### src/rtl/ascon_perm_engine.sv
// Ascon permutation engine: applies p^12, p^8 or p^6 to a 320-bit state,
// UNROLL rounds per clock, with valid/ready handshakes on input and output.
// Lane packing: x0 = [319:256], x1 = [255:192], x2 = [191:128],
//               x3 = [127:64],  x4 = [63:0].
module ascon_perm_engine #(
    parameter int UNROLL  = 1,
    parameter int OUT_REG = 1
) (
    input  logic         CLK,
    input  logic         RST,
    input  logic         in_valid,
    output logic         in_ready,
    input  logic [1:0]   mode,
    input  logic [319:0] state_in,
    output logic         out_valid,
    input  logic         out_ready,
    output logic [319:0] state_out
);

    localparam logic [1:0] ST_IDLE = 2'd0;
    localparam logic [1:0] ST_BUSY = 2'd1;
    localparam logic [1:0] ST_DONE = 2'd2;

    localparam logic [3:0] RI_END     = 4'd12;
    localparam logic [3:0] RI_STEP    = 4'(UNROLL);
    localparam logic       OUT_REG_EN = (OUT_REG != 0);

    // Only 1 and 2 divide every round count (6, 8, 12).
    generate
        if ((UNROLL != 1) && (UNROLL != 2)) begin : g_bad_unroll
            $error("ascon_perm_engine: UNROLL must be 1 or 2");
        end
    endgenerate

    // Round constant for round index 0..11; out-of-range indices give 0.
    function automatic logic [7:0] round_const(input logic [3:0] idx);
        logic [7:0] c;
        case (idx)
            4'd0:    c = 8'hf0;
            4'd1:    c = 8'he1;
            4'd2:    c = 8'hd2;
            4'd3:    c = 8'hc3;
            4'd4:    c = 8'hb4;
            4'd5:    c = 8'ha5;
            4'd6:    c = 8'h96;
            4'd7:    c = 8'h87;
            4'd8:    c = 8'h78;
            4'd9:    c = 8'h69;
            4'd10:   c = 8'h5a;
            4'd11:   c = 8'h4b;
            default: c = 8'h00;
        endcase
        return c;
    endfunction

    // First round index for the selected permutation (12 - R); 11 maps to p^12.
    function automatic logic [3:0] start_index(input logic [1:0] m);
        logic [3:0] idx;
        case (m)
            2'b01:   idx = 4'd4;
            2'b10:   idx = 4'd6;
            default: idx = 4'd0;
        endcase
        return idx;
    endfunction

    // One Ascon round: constant addition, bitsliced S-box, linear diffusion.
    function automatic logic [319:0] ascon_round(input logic [319:0] s, input logic [7:0] c);
        logic [63:0] x0, x1, x2, x3, x4;
        logic [63:0] t0, t1, t2, t3, t4;
        x0 = s[319:256];
        x1 = s[255:192];
        x2 = s[191:128];
        x3 = s[127:64];
        x4 = s[63:0];
        x2 = x2 ^ {56'd0, c};
        x0 = x0 ^ x4;
        x4 = x4 ^ x3;
        x2 = x2 ^ x1;
        t0 = ~x0 & x1;
        t1 = ~x1 & x2;
        t2 = ~x2 & x3;
        t3 = ~x3 & x4;
        t4 = ~x4 & x0;
        x0 = x0 ^ t1;
        x1 = x1 ^ t2;
        x2 = x2 ^ t3;
        x3 = x3 ^ t4;
        x4 = x4 ^ t0;
        x1 = x1 ^ x0;
        x0 = x0 ^ x4;
        x3 = x3 ^ x2;
        x2 = ~x2;
        x0 = x0 ^ {x0[18:0], x0[63:19]} ^ {x0[27:0], x0[63:28]};
        x1 = x1 ^ {x1[60:0], x1[63:61]} ^ {x1[38:0], x1[63:39]};
        x2 = x2 ^ {x2[0],    x2[63:1]}  ^ {x2[5:0],  x2[63:6]};
        x3 = x3 ^ {x3[9:0],  x3[63:10]} ^ {x3[16:0], x3[63:17]};
        x4 = x4 ^ {x4[6:0],  x4[63:7]}  ^ {x4[40:0], x4[63:41]};
        return {x0, x1, x2, x3, x4};
    endfunction

    logic [1:0]   fsm_r;
    logic [1:0]   fsm_nxt_s;
    logic [3:0]   ri_r;
    logic [319:0] st_r;
    logic [319:0] round_s;
    logic         accept_s;
    logic         step_s;
    logic         last_step_s;
    logic         copy_s;

    assign accept_s    = (fsm_r == ST_IDLE) && in_valid;
    // ri == 12 while BUSY only happens with an output register: that cycle copies the result.
    assign step_s      = (fsm_r == ST_BUSY) && (ri_r != RI_END);
    assign copy_s      = (fsm_r == ST_BUSY) && (ri_r == RI_END);
    assign last_step_s = step_s && ((ri_r + RI_STEP) == RI_END);

    assign in_ready  = (fsm_r == ST_IDLE);
    assign out_valid = (fsm_r == ST_DONE);

    // Apply UNROLL consecutive rounds to the state register.
    always_comb begin
        logic [319:0] acc;
        acc = st_r;
        for (int u = 0; u < UNROLL; u++) begin
            acc = ascon_round(acc, round_const(ri_r + 4'(u)));
        end
        round_s = acc;
    end

    // Next-state decode for IDLE -> BUSY -> DONE -> IDLE.
    always_comb begin
        fsm_nxt_s = fsm_r;
        case (fsm_r)
            ST_IDLE: begin
                if (in_valid) fsm_nxt_s = ST_BUSY;
                else          fsm_nxt_s = ST_IDLE;
            end
            ST_BUSY: begin
                if (copy_s)                           fsm_nxt_s = ST_DONE;
                else if (last_step_s && !OUT_REG_EN)  fsm_nxt_s = ST_DONE;
                else                                  fsm_nxt_s = ST_BUSY;
            end
            ST_DONE: begin
                if (out_ready) fsm_nxt_s = ST_IDLE;
                else           fsm_nxt_s = ST_DONE;
            end
            default: fsm_nxt_s = ST_IDLE;
        endcase
    end

    // FSM state and round index registers.
    always_ff @(posedge CLK) begin
        if (RST) begin
            fsm_r <= ST_IDLE;
            ri_r  <= 4'd0;
        end else begin
            fsm_r <= fsm_nxt_s;
            if (accept_s)    ri_r <= start_index(mode);
            else if (step_s) ri_r <= ri_r + RI_STEP;
            else             ri_r <= ri_r;
        end
    end

    // State register: loaded on accept, updated once per BUSY step.
    always_ff @(posedge CLK) begin
        if (RST)           st_r <= 320'd0;
        else if (accept_s) st_r <= state_in;
        else if (step_s)   st_r <= round_s;
        else               st_r <= st_r;
    end

    generate
        if (OUT_REG != 0) begin : g_out_reg
            logic [319:0] out_r;
            // Output register: captures the finished state on the BUSY -> DONE copy cycle.
            always_ff @(posedge CLK) begin
                if (RST)         out_r <= 320'd0;
                else if (copy_s) out_r <= st_r;
                else             out_r <= out_r;
            end
            assign state_out = out_r;
        end else begin : g_out_direct
            assign state_out = st_r;
        end
    endgenerate

endmodule

### config.mk
export PLATFORM = sky130hd
export DESIGN_NAME = ascon_perm_engine
export DESIGN_NICKNAME = d
export VERILOG_FILES = /design/src/rtl/ascon_perm_engine.sv
export SDC_FILE = /design/constraint.sdc
export NUM_CORES = 2
export LEC_CHECK = 0
export CAP_MARGIN = 20
export CORE_AREA = 2 2 367 369
export CTS_CLUSTER_SIZE = 10
export DETAILED_ROUTE_END_ITERATION = 12
export DIE_AREA = 0 0 369 371
export PLACE_DENSITY = 0.48
export SLEW_MARGIN = 10
export SYNTH_ARGS = -nofsm -noshare
export SYNTH_HDL_FRONTEND = slang
export SYNTH_SLANG_ARGS = --single-unit
### constraint.sdc
create_clock -name CLK -period 5.9 [get_ports CLK]
set_input_delay 0.59 -clock CLK [delete_from_list [all_inputs] [get_ports CLK]]
set_output_delay 0.59 -clock CLK [all_outputs]
set_load 0.005 [all_outputs]
==> reports/metrics.yaml <==
tns_ns: 0
die_area_um2: 136900
hpwl_mm: 165.4
yosysTopAreaCell: "dfxtp_1"
cts.sinks: 654
r2r_end: "st_r[92]"
antenna_found_initial: 12
seq_area_um2: 13090
synthTopCellsByArea: "dfxtp_1 33%, xnor2_1 13%, xnor3_1 10%"
dr_total_vias: 36310
crit_chain: "inv_1 > ha_1 > xnor2_1 > xnor2_1 > xnor3_1 > nand2_1 > a21oi_1"
hold_start: "RST"
hold_viol: 0
num_rows: 134
path_clk_slew_ns: 0.06
netlist_area_um2: 39530
drv_cap: 0
place.port_buffers: 647
drive_above_1_share_pct: 3.642
crit_start: "st_r[237]"
hold_depth: 2
grt_pass1_vias: 34710
drtAntennaViolNets: 0
start_kind: "flop"
start_util_pct: 29.77
globalRouteTotalUtil_pct: 29.50
fillerInstances: 13720
area_growth_pct: 27.61
drt-total-wl_mm: 208.7
cts_root_buf: "clkbuf_16"
worst-setup-path-type: "flop to flop"
layout_commonest_cell: "nand2_1"
syn-num-nets: 5080
maxSlewViolCount: 0
rsz0062_at_grt: "false"
min_to: "fsm_r[0]"
gp_congestion: 1.057
pin_count: 648
max_stage_delay_ns: 1.10
viasPerCell: 5.216
period_needed_ns: 3.216
cts_tree: "done"
post-cts-setup-buffers: 0
status: "complete, no violations"
slew_headroom_pct: 11.91
htreeDepth: 3
wl_per_cell_um: 29.98
numCtsBuffers: 84
ys_types: 34
synth.top_cell.area_share_pct: 33.12
max_freq_mhz: 311.0
netlist_instances: 4623
syn_area_per_cell_um2: 8.551
crit_top_cell: "xnor2_1"
synth-seq-cells: 654
drc: 0
hp-class: "input port to flop"
yosysWarnings: 0
final-setup-viol-count: 0
reg2reg_from: "st_r[237]"
finalClockSkew_ns: 0.06068
crit_path_max_fanout: 4
required_ns: 6.49
ys_seq_area_share_pct: 33.12
core_area_um2: 132800
clk_latency_ns: 0.75
critPathArrivalTime_ns: 3.81
r2r_setup_slack_ns: 2.68
grt_pass1_wl_mm: 282.2
fin_crit_sh_pct: 54.51
multiInputGateArea_um2: 24690
first_pass_iters: 6
r2r_cells: 7
nets: 5599
worstSetupEndpointType: "flop"
overflow: 0
final_cell_mix: "1078 x nand2_1, 654 x dfxtp_1, 646 x clkdlybuf4s50_1"
drt_iter0_markers: 3694
cts_hold_buffers: 0
die_w_um: 369
cts_resized: 0
grt_start_max_net_pins: 153
cts_max_path_buffers: 3
critical_path.slowest_cell: "xnor2_1"
die_y_um: 371
tightest_slew_ns: 1.312
## cell type report
class / instances / area share (%)
flip-flops and latches: 654 / 25.95
diodes: 4 / 0.01984
inverters: 198 / 1.478
multi-input cells: 3497 / 48.95
clock buffers: 113 / 4.668
repair buffers: 707 / 14.02
clock inverters: 20 / 0.5283
well taps: 1768 / 4.385
## logic make-up after synthesis
kind of cell               after synthesis  synth area share, %
muxes                                   54                1.367
DFF                                    654                33.12
AOI/OAI and AO/OA                      975                13.91
adders and majority gates              195                5.767
and+or+nand+nor                       1316                12.83
xor gates and xnor gates               957                28.44
buffers and inverters                  472                4.564
## flip-flops by register name (all words and copies together) (netlist names), named ones only
signal     flops
state_out    320
ri_r           4
st_r         320
fsm_r          2
## critical path: cells and delay by family (launching register included)
kind                     cells  cell delay (ns)
AND/OR/NAND/NOR              1             0.11
adder cells (fa/ha/maj)      1             0.29
AO/OA/AOI/OAI                1             0.07
XOR/XNOR                     3             2.08
buffers and inverters        1             0.11
flip-flops                   1             0.42
## synth_stat cells (all sizes together)
master and n:
clkbuf 222, o21ai 170, a21oi 474, xnor3 183, a31oi 160, a211o 1
a311oi 2, nand2b 2, and2 1, and3 34, or3 1, inv 198
nor2 176, mux2i 54, nor3 14, nand3 4, a211oi 66, xor2 144
buf 52, ha 131, nand2 1080, a22oi 84, xor3 22, dfxtp 654
o22ai 18, xnor2 608, maj3 64, nor2b 4
## per-stage QoR
step	worst slack, ns	std cells	area [um2]	utilization (%)	hold WS, ns
floorplan	3.818	4623	39530	-	0.4451
global placement	2.426	6816	47730	35.95	0.4437
detailed placement	2.602	6820	47780	35.99	0.4457
CTS	2.757	6953	50410	37.96	0.1660
global route	2.652	6960	50440	37.99	0.2132
finish	2.684	6961	50450	37.99	0.2086
## per-layer routing
metal / GRT usage (%) / part of all wire, % / vias to the layer above / wire (um)
li1: - / - / 16430 / -
met4: 12.33 / 4.3 / 12 / 8972
met2: 47.24 / 46 / 1643 / 95090
met5: 0 / 0.039 / - / 81
met1: 37.56 / 41 / 17910 / 85510
met3: 7.588 / 9.1 / 314 / 19060
## how the worst max path moves through the flow
stage | endpoint | depth (start not counted)
after detailed placement | st_r[181] | 7
final | st_r[92] | 7
after global routing | state_out[220] | 6
after global placement | st_r[125] | 7
after CTS | st_r[73] | 7
after floorplan | st_r[121] | 7
Power is not shown: default switching activity piles up to over one toggle a cycle in this logic, so the estimate is an artifact.
